## src/rtl/video_csc_pipelined.sv

```systemverilog
// video_csc_pipelined: Avalon-ST colour-space converter with a 3-stage pipeline.
// Modes (latched on SOP): 0/3 passthrough, 1 YCrCb->RGB, 2 RGB->YCrCb (BT.601 full range).
// Stages: S1 capture/centre, S2 multiply, S3 sum/round/saturate into the output registers.
// All stages shift together on advance = ~stream_out_valid | stream_out_ready.
// Optional macro VIDEO_CSC_ALPHA_EN adds a fourth (alpha) channel that is only delayed.
module video_csc_pipelined #(
    parameter int CW      = 8,
    parameter int EW      = 1,
    parameter int COEF_FB = 10,
`ifdef VIDEO_CSC_ALPHA_EN
    localparam int NCH    = 4
`else
    localparam int NCH    = 3
`endif
) (
    input  logic                clk,
    input  logic                reset,
    input  logic [1:0]          mode_cfg,
    input  logic [NCH*CW-1:0]   stream_in_data,
    input  logic                stream_in_startofpacket,
    input  logic                stream_in_endofpacket,
    input  logic [EW:0]         stream_in_empty,
    input  logic                stream_in_valid,
    output logic                stream_in_ready,
    output logic [NCH*CW-1:0]   stream_out_data,
    output logic                stream_out_startofpacket,
    output logic                stream_out_endofpacket,
    output logic [EW:0]         stream_out_empty,
    output logic                stream_out_valid,
    input  logic                stream_out_ready
);

    localparam int DW = NCH * CW;
    localparam int IW = CW + COEF_FB + 4;

    // Q10 reference coefficients rescaled to COEF_FB fractional bits (round half away from zero).
    function automatic int rescale(input int c);
        if (COEF_FB >= 10)
            return c * (2 ** (COEF_FB - 10));
        else if (c >= 0)
            return (c + 2 ** (9 - COEF_FB)) / (2 ** (10 - COEF_FB));
        else
            return -((-c + 2 ** (9 - COEF_FB)) / (2 ** (10 - COEF_FB)));
    endfunction

    localparam logic signed [IW-1:0] K_Q    = IW'(2 ** COEF_FB);
    localparam logic signed [IW-1:0] K_HALF = IW'(2 ** (COEF_FB - 1));
    localparam logic signed [IW-1:0] K_OFS  = IW'(2 ** (CW - 1));
    localparam logic signed [IW-1:0] K_OFSQ = IW'(2 ** (CW - 1 + COEF_FB));
    localparam logic signed [IW-1:0] K_MAX  = IW'(2 ** CW - 1);
    localparam logic signed [IW-1:0] K_RV   = IW'(rescale(1436));
    localparam logic signed [IW-1:0] K_GU   = IW'(rescale(352));
    localparam logic signed [IW-1:0] K_GV   = IW'(rescale(731));
    localparam logic signed [IW-1:0] K_BU   = IW'(rescale(1815));
    localparam logic signed [IW-1:0] K_YR   = IW'(rescale(306));
    localparam logic signed [IW-1:0] K_YG   = IW'(rescale(601));
    localparam logic signed [IW-1:0] K_YB   = IW'(rescale(117));
    localparam logic signed [IW-1:0] K_CBR  = IW'(rescale(173));
    localparam logic signed [IW-1:0] K_CBG  = IW'(rescale(339));
    localparam logic signed [IW-1:0] K_C512 = IW'(rescale(512));
    localparam logic signed [IW-1:0] K_CRG  = IW'(rescale(429));
    localparam logic signed [IW-1:0] K_CRB  = IW'(rescale(83));

    logic                  advance;
    logic                  accept;
    logic [1:0]            mode_active;
    logic [1:0]            in_mode;
    logic signed [IW-1:0]  in_ch [3];

    logic                  s1_valid, s1_sop, s1_eop;
    logic [EW:0]           s1_empty;
    logic [1:0]            s1_mode;
    logic [DW-1:0]         s1_raw;
    logic signed [IW-1:0]  s1_ch [3];
    logic signed [IW-1:0]  coef [3][3];

    logic                  s2_valid, s2_sop, s2_eop;
    logic [EW:0]           s2_empty;
    logic [1:0]            s2_mode;
    logic [DW-1:0]         s2_raw;
    logic signed [IW-1:0]  s2_prod [3][3];

    logic signed [IW-1:0]  sum [3];
    logic signed [IW-1:0]  shr [3];
    logic [CW-1:0]         conv [3];
    logic [DW-1:0]         out_next;

    assign advance         = ~stream_out_valid | stream_out_ready;
    assign stream_in_ready = advance;
    assign accept          = stream_in_valid & advance;
    assign in_mode         = stream_in_startofpacket ? mode_cfg : mode_active;

    // Frame mode register: follows mode_cfg only on an accepted SOP beat.
    always_ff @(posedge clk) begin
        if (reset)
            mode_active <= 2'd0;
        else if (accept && stream_in_startofpacket)
            mode_active <= mode_cfg;
    end

    // Zero-extend input channels; chroma is centred around zero for YCrCb input.
    always_comb begin
        for (int j = 0; j < 3; j++) begin
            in_ch[j] = $signed({{(IW-CW){1'b0}}, stream_in_data[j*CW +: CW]});
            if (in_mode == 2'd1 && j != 0)
                in_ch[j] = in_ch[j] - K_OFS;
        end
    end

    // S1: capture beat, sideband and resolved mode.
    always_ff @(posedge clk) begin
        if (reset) begin
            s1_valid <= 1'b0;
            s1_sop   <= 1'b0;
            s1_eop   <= 1'b0;
            s1_empty <= '0;
            s1_mode  <= 2'd0;
            s1_raw   <= '0;
            for (int j = 0; j < 3; j++) s1_ch[j] <= '0;
        end else if (advance) begin
            s1_valid <= stream_in_valid;
            s1_sop   <= stream_in_startofpacket;
            s1_eop   <= stream_in_endofpacket;
            s1_empty <= stream_in_empty;
            s1_mode  <= in_mode;
            s1_raw   <= stream_in_data;
            for (int j = 0; j < 3; j++) s1_ch[j] <= in_ch[j];
        end
    end

    // Coefficient matrix for the S1 beat; rows are output channels, columns input channels.
    always_comb begin
        for (int k = 0; k < 3; k++)
            for (int j = 0; j < 3; j++)
                coef[k][j] = '0;
        case (s1_mode)
            2'd1: begin
                coef[0][0] = K_Q;  coef[0][1] = K_BU;
                coef[1][0] = K_Q;  coef[1][1] = -K_GU;  coef[1][2] = -K_GV;
                coef[2][0] = K_Q;  coef[2][2] = K_RV;
            end
            2'd2: begin
                coef[0][0] = K_YB;    coef[0][1] = K_YG;   coef[0][2] = K_YR;
                coef[1][0] = K_C512;  coef[1][1] = -K_CBG; coef[1][2] = -K_CBR;
                coef[2][0] = -K_CRB;  coef[2][1] = -K_CRG; coef[2][2] = K_C512;
            end
            default: ;
        endcase
    end

    // S2: nine partial products plus the delayed beat.
    always_ff @(posedge clk) begin
        if (reset) begin
            s2_valid <= 1'b0;
            s2_sop   <= 1'b0;
            s2_eop   <= 1'b0;
            s2_empty <= '0;
            s2_mode  <= 2'd0;
            s2_raw   <= '0;
            for (int k = 0; k < 3; k++)
                for (int j = 0; j < 3; j++)
                    s2_prod[k][j] <= '0;
        end else if (advance) begin
            s2_valid <= s1_valid;
            s2_sop   <= s1_sop;
            s2_eop   <= s1_eop;
            s2_empty <= s1_empty;
            s2_mode  <= s1_mode;
            s2_raw   <= s1_raw;
            for (int k = 0; k < 3; k++)
                for (int j = 0; j < 3; j++)
                    s2_prod[k][j] <= coef[k][j] * s1_ch[j];
        end
    end

    // S3 datapath: sum, chroma offset, round, arithmetic shift, clamp to [0, 2^CW-1].
    always_comb begin
        for (int k = 0; k < 3; k++) begin
            sum[k] = s2_prod[k][0] + s2_prod[k][1] + s2_prod[k][2] + K_HALF;
            if (s2_mode == 2'd2 && k != 0)
                sum[k] = sum[k] + K_OFSQ;
            shr[k] = sum[k] >>> COEF_FB;
            if (shr[k] < 0)
                conv[k] = '0;
            else if (shr[k] > K_MAX)
                conv[k] = '1;
            else
                conv[k] = shr[k][CW-1:0];
        end
        // Any channel above the three colour channels (alpha) stays raw.
        out_next = s2_raw;
        if (s2_mode == 2'd1 || s2_mode == 2'd2)
            out_next[3*CW-1:0] = {conv[2], conv[1], conv[0]};
    end

    // S3: output registers.
    always_ff @(posedge clk) begin
        if (reset) begin
            stream_out_valid         <= 1'b0;
            stream_out_data          <= '0;
            stream_out_startofpacket <= 1'b0;
            stream_out_endofpacket   <= 1'b0;
            stream_out_empty         <= '0;
        end else if (advance) begin
            stream_out_valid         <= s2_valid;
            stream_out_data          <= out_next;
            stream_out_startofpacket <= s2_sop;
            stream_out_endofpacket   <= s2_eop;
            stream_out_empty         <= s2_empty;
        end
    end

endmodule

```

## config.mk

```make
export PLATFORM = sky130hd
export DESIGN_NAME = video_csc_pipelined
export DESIGN_NICKNAME = d
export VERILOG_FILES = /design/src/rtl/video_csc_pipelined.sv
export SDC_FILE = /design/constraint.sdc
export NUM_CORES = 2
export LEC_CHECK = 0
export ABC_AREA = 1
export BUFFER_PORTS_ARGS = -buffer_cell sky130_fd_sc_hd__buf_2
export CAP_MARGIN = 20
export CORE_MARGIN = 5
export CORE_UTILIZATION = 40
export CTS_CLUSTER_DIAMETER = 60
export DETAILED_ROUTE_END_ITERATION = 16
export SLEW_MARGIN = 30
export SYNTH_ARGS = -nofsm -noshare
export SYNTH_HDL_FRONTEND = slang
export SYNTH_SLANG_ARGS = --single-unit
```

## constraint.sdc

```tcl
create_clock -name clk -period 15.3 [get_ports clk]
set_input_delay 3.06 -clock clk [delete_from_list [all_inputs] [get_ports clk]]
set_output_delay 3.06 -clock clk [all_outputs]
set_load 0.02 [all_outputs]
```

==> Yosys cells after proc, flatten, opt, wreduce, memory -nomap -nowiden <==
Memories as Yosys holds them, arrays and structs flattened.
Index checks and enable logic that the tools add are counted.
W data, S select, Z words.
{ "op_classes": {"n_mul": 9, "mux": 34, "reduce_logical": 2, "addsub": 13, "order_cmp": 6, "n_eq_ne": 5, "bitwise_logic": 15} }
{ "op_table": {"columns": ["cell", "n"], "rows": [
  ["$mux W22", 17],
  ["$mul A22 B22 Y22", 9],
  ["$pmux W77 S2", 1],
  ["$add A22 B22 Y22", 6],
  ["$add A22 B11 Y22 const B", 3],
  ["$pmux W33 S2", 1],
  ["$mux W8", 6],
  ["$add A22 B19 Y22 const B", 2],
  ["$gt A12 B9 Y1 const B", 3],
  ["$lt A12 B1 Y1 const B", 3],
  ["$mux W24", 1],
  ["$pmux W11 S2", 1],
  ["$sub A8 B8 Y9 const B", 2],
  ["$or A1 B1 Y1", 13],
  ["$mux W9", 1],
  ["$eq A2 B1 Y1 const B", 3],
  ["$mux W1", 5],
  ["$eq A2 B2 Y1 const B", 2],
  ["$mux W2", 1],
  ["$and A1 B1 Y1", 1],
  ["$logic_and A1 B1 Y1", 1],
  ["$logic_or A1 B1 Y1", 1],
  ["$not A1 Y1", 1]
]} }
{ "totals": {"out_inout_bits": 30, "in_bits": 34, "register_bits": 93, "ramBits": 264, "mem_count": 2, "word_cells": 104} }
{ "memory_table": {"columns": ["name", "words", "word_bits", "rd", "rd_ports_with_merged_regs", "wr", "line", "source"], "rows": [
  ["s2_prod", 3, 66, 3, 0, 3, "81", "logic signed [IW-1:0] s2_prod [3][3];"],
  ["s1_ch", 3, 22, 3, 0, 3, "74", "logic signed [IW-1:0] s1_ch [3];"]
]} }

==> Longest topological paths before layout <==
An unclocked memory read counts as a cell.
{ "depth": {"depth_word": 10, "mapped_depth": 31, "ltp_nobuf": 30} }

==> Worst setup path before layout <==
No wires, ideal clock.
{ "synth_timing": {"kind": "input-to-reg", "startpoint": "in stream_out_ready", "endpoint": "mem s1_ch[0][0] (netlist name) (enable)", "path_stages": 5, "setup_ps": 649, "arrival_time_ps": 9237, "n_path_buf": 1, "slack_ps": 5415, "path_cell_list": "nor2_1 -> inv_1 -> nor2_1 -> inv_1 -> clkbuf_1"} }
{ "synth_rtl": {"columns": ["item", "line", "source"], "rows": [
  ["from (decl)", "30", "input logic stream_out_ready"],
  ["to (decl)", "74", null]
]} }

==> results.sh <==
export IMPL_mostFrequentLayoutCell="inv_1"
export IMPL_place_gp_congestion=0.942
export IMPL_switching_share_pct=42.3
export IMPL_htreeDepth=2
export IMPL_routed_wl_met2_mm=47.4
export IMPL_pin_count=64
export IMPL_fin_crit_sh_pct=50.8
export IMPL_nets=6070
export IMPL_die_h_um=331
export IMPL_vias=29600
export IMPL_fillers=10100
export IMPL_cts_tree="yes"
export IMPL_syn_instance_count=4669
export IMPL_grt_pass1_wl_mm=166
export IMPL_setup_slack_ps=7520
export IMPL_post_cts_buffers=0
export IMPL_max_slew_margin_rel_pct=34.7
export IMPL_numCtsBuffers=41
export IMPL_grt_ovfl_total=0
export IMPL_finClkSkew_ps=22.3
export IMPL_status="complete, no violations"
export IMPL_initial_core_util_pct=40.4
export IMPL_irDropWorstVdd_mv=0.0805
export IMPL_drt_total_wl_mm=104
export IMPL_endpoint_kind="flop"
export IMPL_p_sw_uw=1560
export IMPL_wl_met3_mm=4.15
export IMPL_cts_sinks=296
export IMPL_fin_setup_tns_ps=0
export IMPL_intPower_uw=2130
export IMPL_hold_viol_final=0
export IMPL_ctsLongestPathBuffers=3
export IMPL_yosys_register_bits=296
export IMPL_antenna_found_initial=1
export IMPL_cts_resized=0
export IMPL_finalSetupViolations=0
export IMPL_die_w_um=331
export IMPL_track_usage_pct=19.4
export IMPL_drc=0
export IMPL_clk_latency_ps=610
export IMPL_dpl_worst_slack_ps=7490
export IMPL_drive_above_1_share_pct=3.98
export IMPL_yosysWarnings=0
export IMPL_hold_buffers=0
export IMPL_cts_root_buf="clkbuf_16"
export IMPL_drtIter0Drc=1587
export IMPL_area_delta_synth_final_pct=8.00
export IMPL_max_cap_viol_count=0
export IMPL_cp_max_fo=19
export IMPL_p_clk_share_pct=25.4
export IMPL_dr_pass1_iters=8
export IMPL_syn_avg_cell_area_um2=8.82
export IMPL_layout_min_cycle_time_ps=7780
export IMPL_syn_nets=6001
export IMPL_clkTransAtPathRegs_ps=60
export IMPL_comb_power_share_pct=47.2
export IMPL_vias_per_cell=4.82
export IMPL_rsz0062_at_grt="no"
export IMPL_core_um2=102000
export IMPL_yosysSeqAreaShare_pct=19.3
export IMPL_layout_common_cells="1,269 x inv_1, 841 x ha_1, 604 x nand2_1, 457 x fa_1, 278 x a21oi_1"
export IMPL_grt_pass1_vias=30400
export IMPL_postRouteAntennaNets=0
export IMPL_tightest_slew_ps=980
export IMPL_async_reset_ff_share_pct=0
export IMPL_seq_power_share_pct=27.4
export IMPL_synth_cell_types=58
export IMPL_crit_top_cell="inv_1"
export IMPL_antenna_cells=0
export IMPL_die_area_um2=110000
export IMPL_arrival_ps=8140
export IMPL_hold_class="reg -> reg"
export IMPL_routed_top_layer="met4"
export IMPL_start_kind="flop"
export IMPL_fmax_ghz=0.129
export IMPL_crit_required_ps=15660
export IMPL_maxSlewViolCount=0
export IMPL_wire_per_inst_um=17.0
export IMPL_syn_area_um2=41200
export IMPL_leakagePower_uw=0.0257
export IMPL_power_density_nw_per_um2=83.0
export IMPL_worstSetupPathType="reg -> reg"
export IMPL_cpMaxStageDelayCell="fa_1"
export IMPL_grt_max_degree=99
export IMPL_m1WireLength_mm=49.9
export IMPL_synth_edf_count=203
export IMPL_dp_hpwl_mm=88.6
export IMPL_cpPeakStageDelay_ps=690
export IMPL_rows=117
export IMPL_ys_flop_type="edfxtp_1"
export IMPL_io_buffers=63
-- cells by family after synthesis --
family	count (synthesis)	share of synthesized area, %
adders and majority gates	1298	47.7
and+or+nand+nor	1009	10.1
buffers and inverters	1332	12.2
other	1	0.00910
DFF	296	19.3
xor gates and xnor gates	116	2.47
AOI/OAI and AO/OA	617	8.19
-- per-layer routing --
metal  up-vias  global-route usage [%]
met2       505                    32.1
li1      14800                       -
met4         0                    4.89
met1     14100                    27.2
met5         -                       0
met3       104                    2.24
-- critical path, delay by kind of cell (launching register included) --
| kind | cells | cell delay [ps] |
|---|---|---|
| AO/OA/AOI/OAI | 5 | 720 |
| adder cells (fa/ha/maj) | 9 | 4510 |
| AND/OR/NAND/NOR | 4 | 520 |
| buffers and inverters | 10 | 1440 |
| flip-flops | 1 | 330 |
-- sequential cells by signal (all words and copies together) (netlist names), 2 cells and up --
| name | count |
|---|---|
| mode_active | 2 |
| s1_ch | 26 |
| s1_empty | 2 |
| s1_mode | 2 |
| s1_raw | 24 |
| s2_empty | 2 |
| s2_mode | 2 |
| s2_prod | 177 |
| s2_raw | 24 |
| stream_out_data | 24 |
| stream_out_empty | 2 |
-- worst paths after layout --
check / slack [ps] / cells past startpoint / startpoint / end
min reg2reg: 450 / 2 / mode_active[0] / mode_active[0]
max: 7520 / 28 / s1_mode[0] / s2_prod[0][87]
max reg2reg: 7520 / 28 / s1_mode[0] / s2_prod[0][87]
min: 450 / 2 / mode_active[0] / mode_active[0]
-- Yosys cell counts, types with 33 or more instances --
cell type | number | share of area, %
clkbuf_1 | 45 | 0.41
xnor2_1 | 69 | 1.5
fa_1 | 457 | 22
inv_1 | 1270 | 12
dfxtp_1 | 93 | 4.5
xor2_1 | 47 | 1.0
ha_1 | 841 | 26
o21ai_0 | 192 | 2.3
nor2_1 | 235 | 2.1
a21oi_1 | 278 | 3.4
nand2_1 | 604 | 5.5
o22ai_1 | 33 | 0.50
nand3_1 | 85 | 1.0
edfxtp_1 | 203 | 15
-- area by class of cell --
| class | instances | area (um^2) | share of cell area (%) |
|---|---|---|---|
| Clock buffer | 56 | 1110 | 2.50 |
| Clock inverter | 20 | 208 | 0.467 |
| Inverter | 1276 | 4800 | 10.8 |
| Multi-Input combinational cell | 3041 | 28200 | 63.4 |
| Sequential cell | 296 | 7960 | 17.9 |
| Tap cell | 1368 | 1710 | 3.85 |
| Timing Repair Buffer | 82 | 478 | 1.07 |
-- power groups by stage --
stage                     Combinational, uW  Sequential [uW]  Clock [uW]
after floorplan                        1270             1010           0
after global placement                 1730             1030           0
after detailed placement               1730             1030           0
after CTS                              1760             1010         967
after global routing                   2030             1020         995
final                                  1740             1010         936
-- metrics by stage --
step | power (uW) | hold slack (ps) | area (um^2) | util [%] | instances
after global routing | 4040 | 458 | 44500 | 43.6 | 6139
after global placement | 2760 | 431 | 43100 | 42.3 | 6062
after CTS | 3740 | 446 | 44500 | 43.6 | 6139
after detailed placement | 2760 | 436 | 43200 | 42.3 | 6063
final | 3690 | 445 | 44500 | 43.6 | 6139
after floorplan | 2290 | 419 | 41200 | - | 4669
Power figures use the tool's default switching activity.
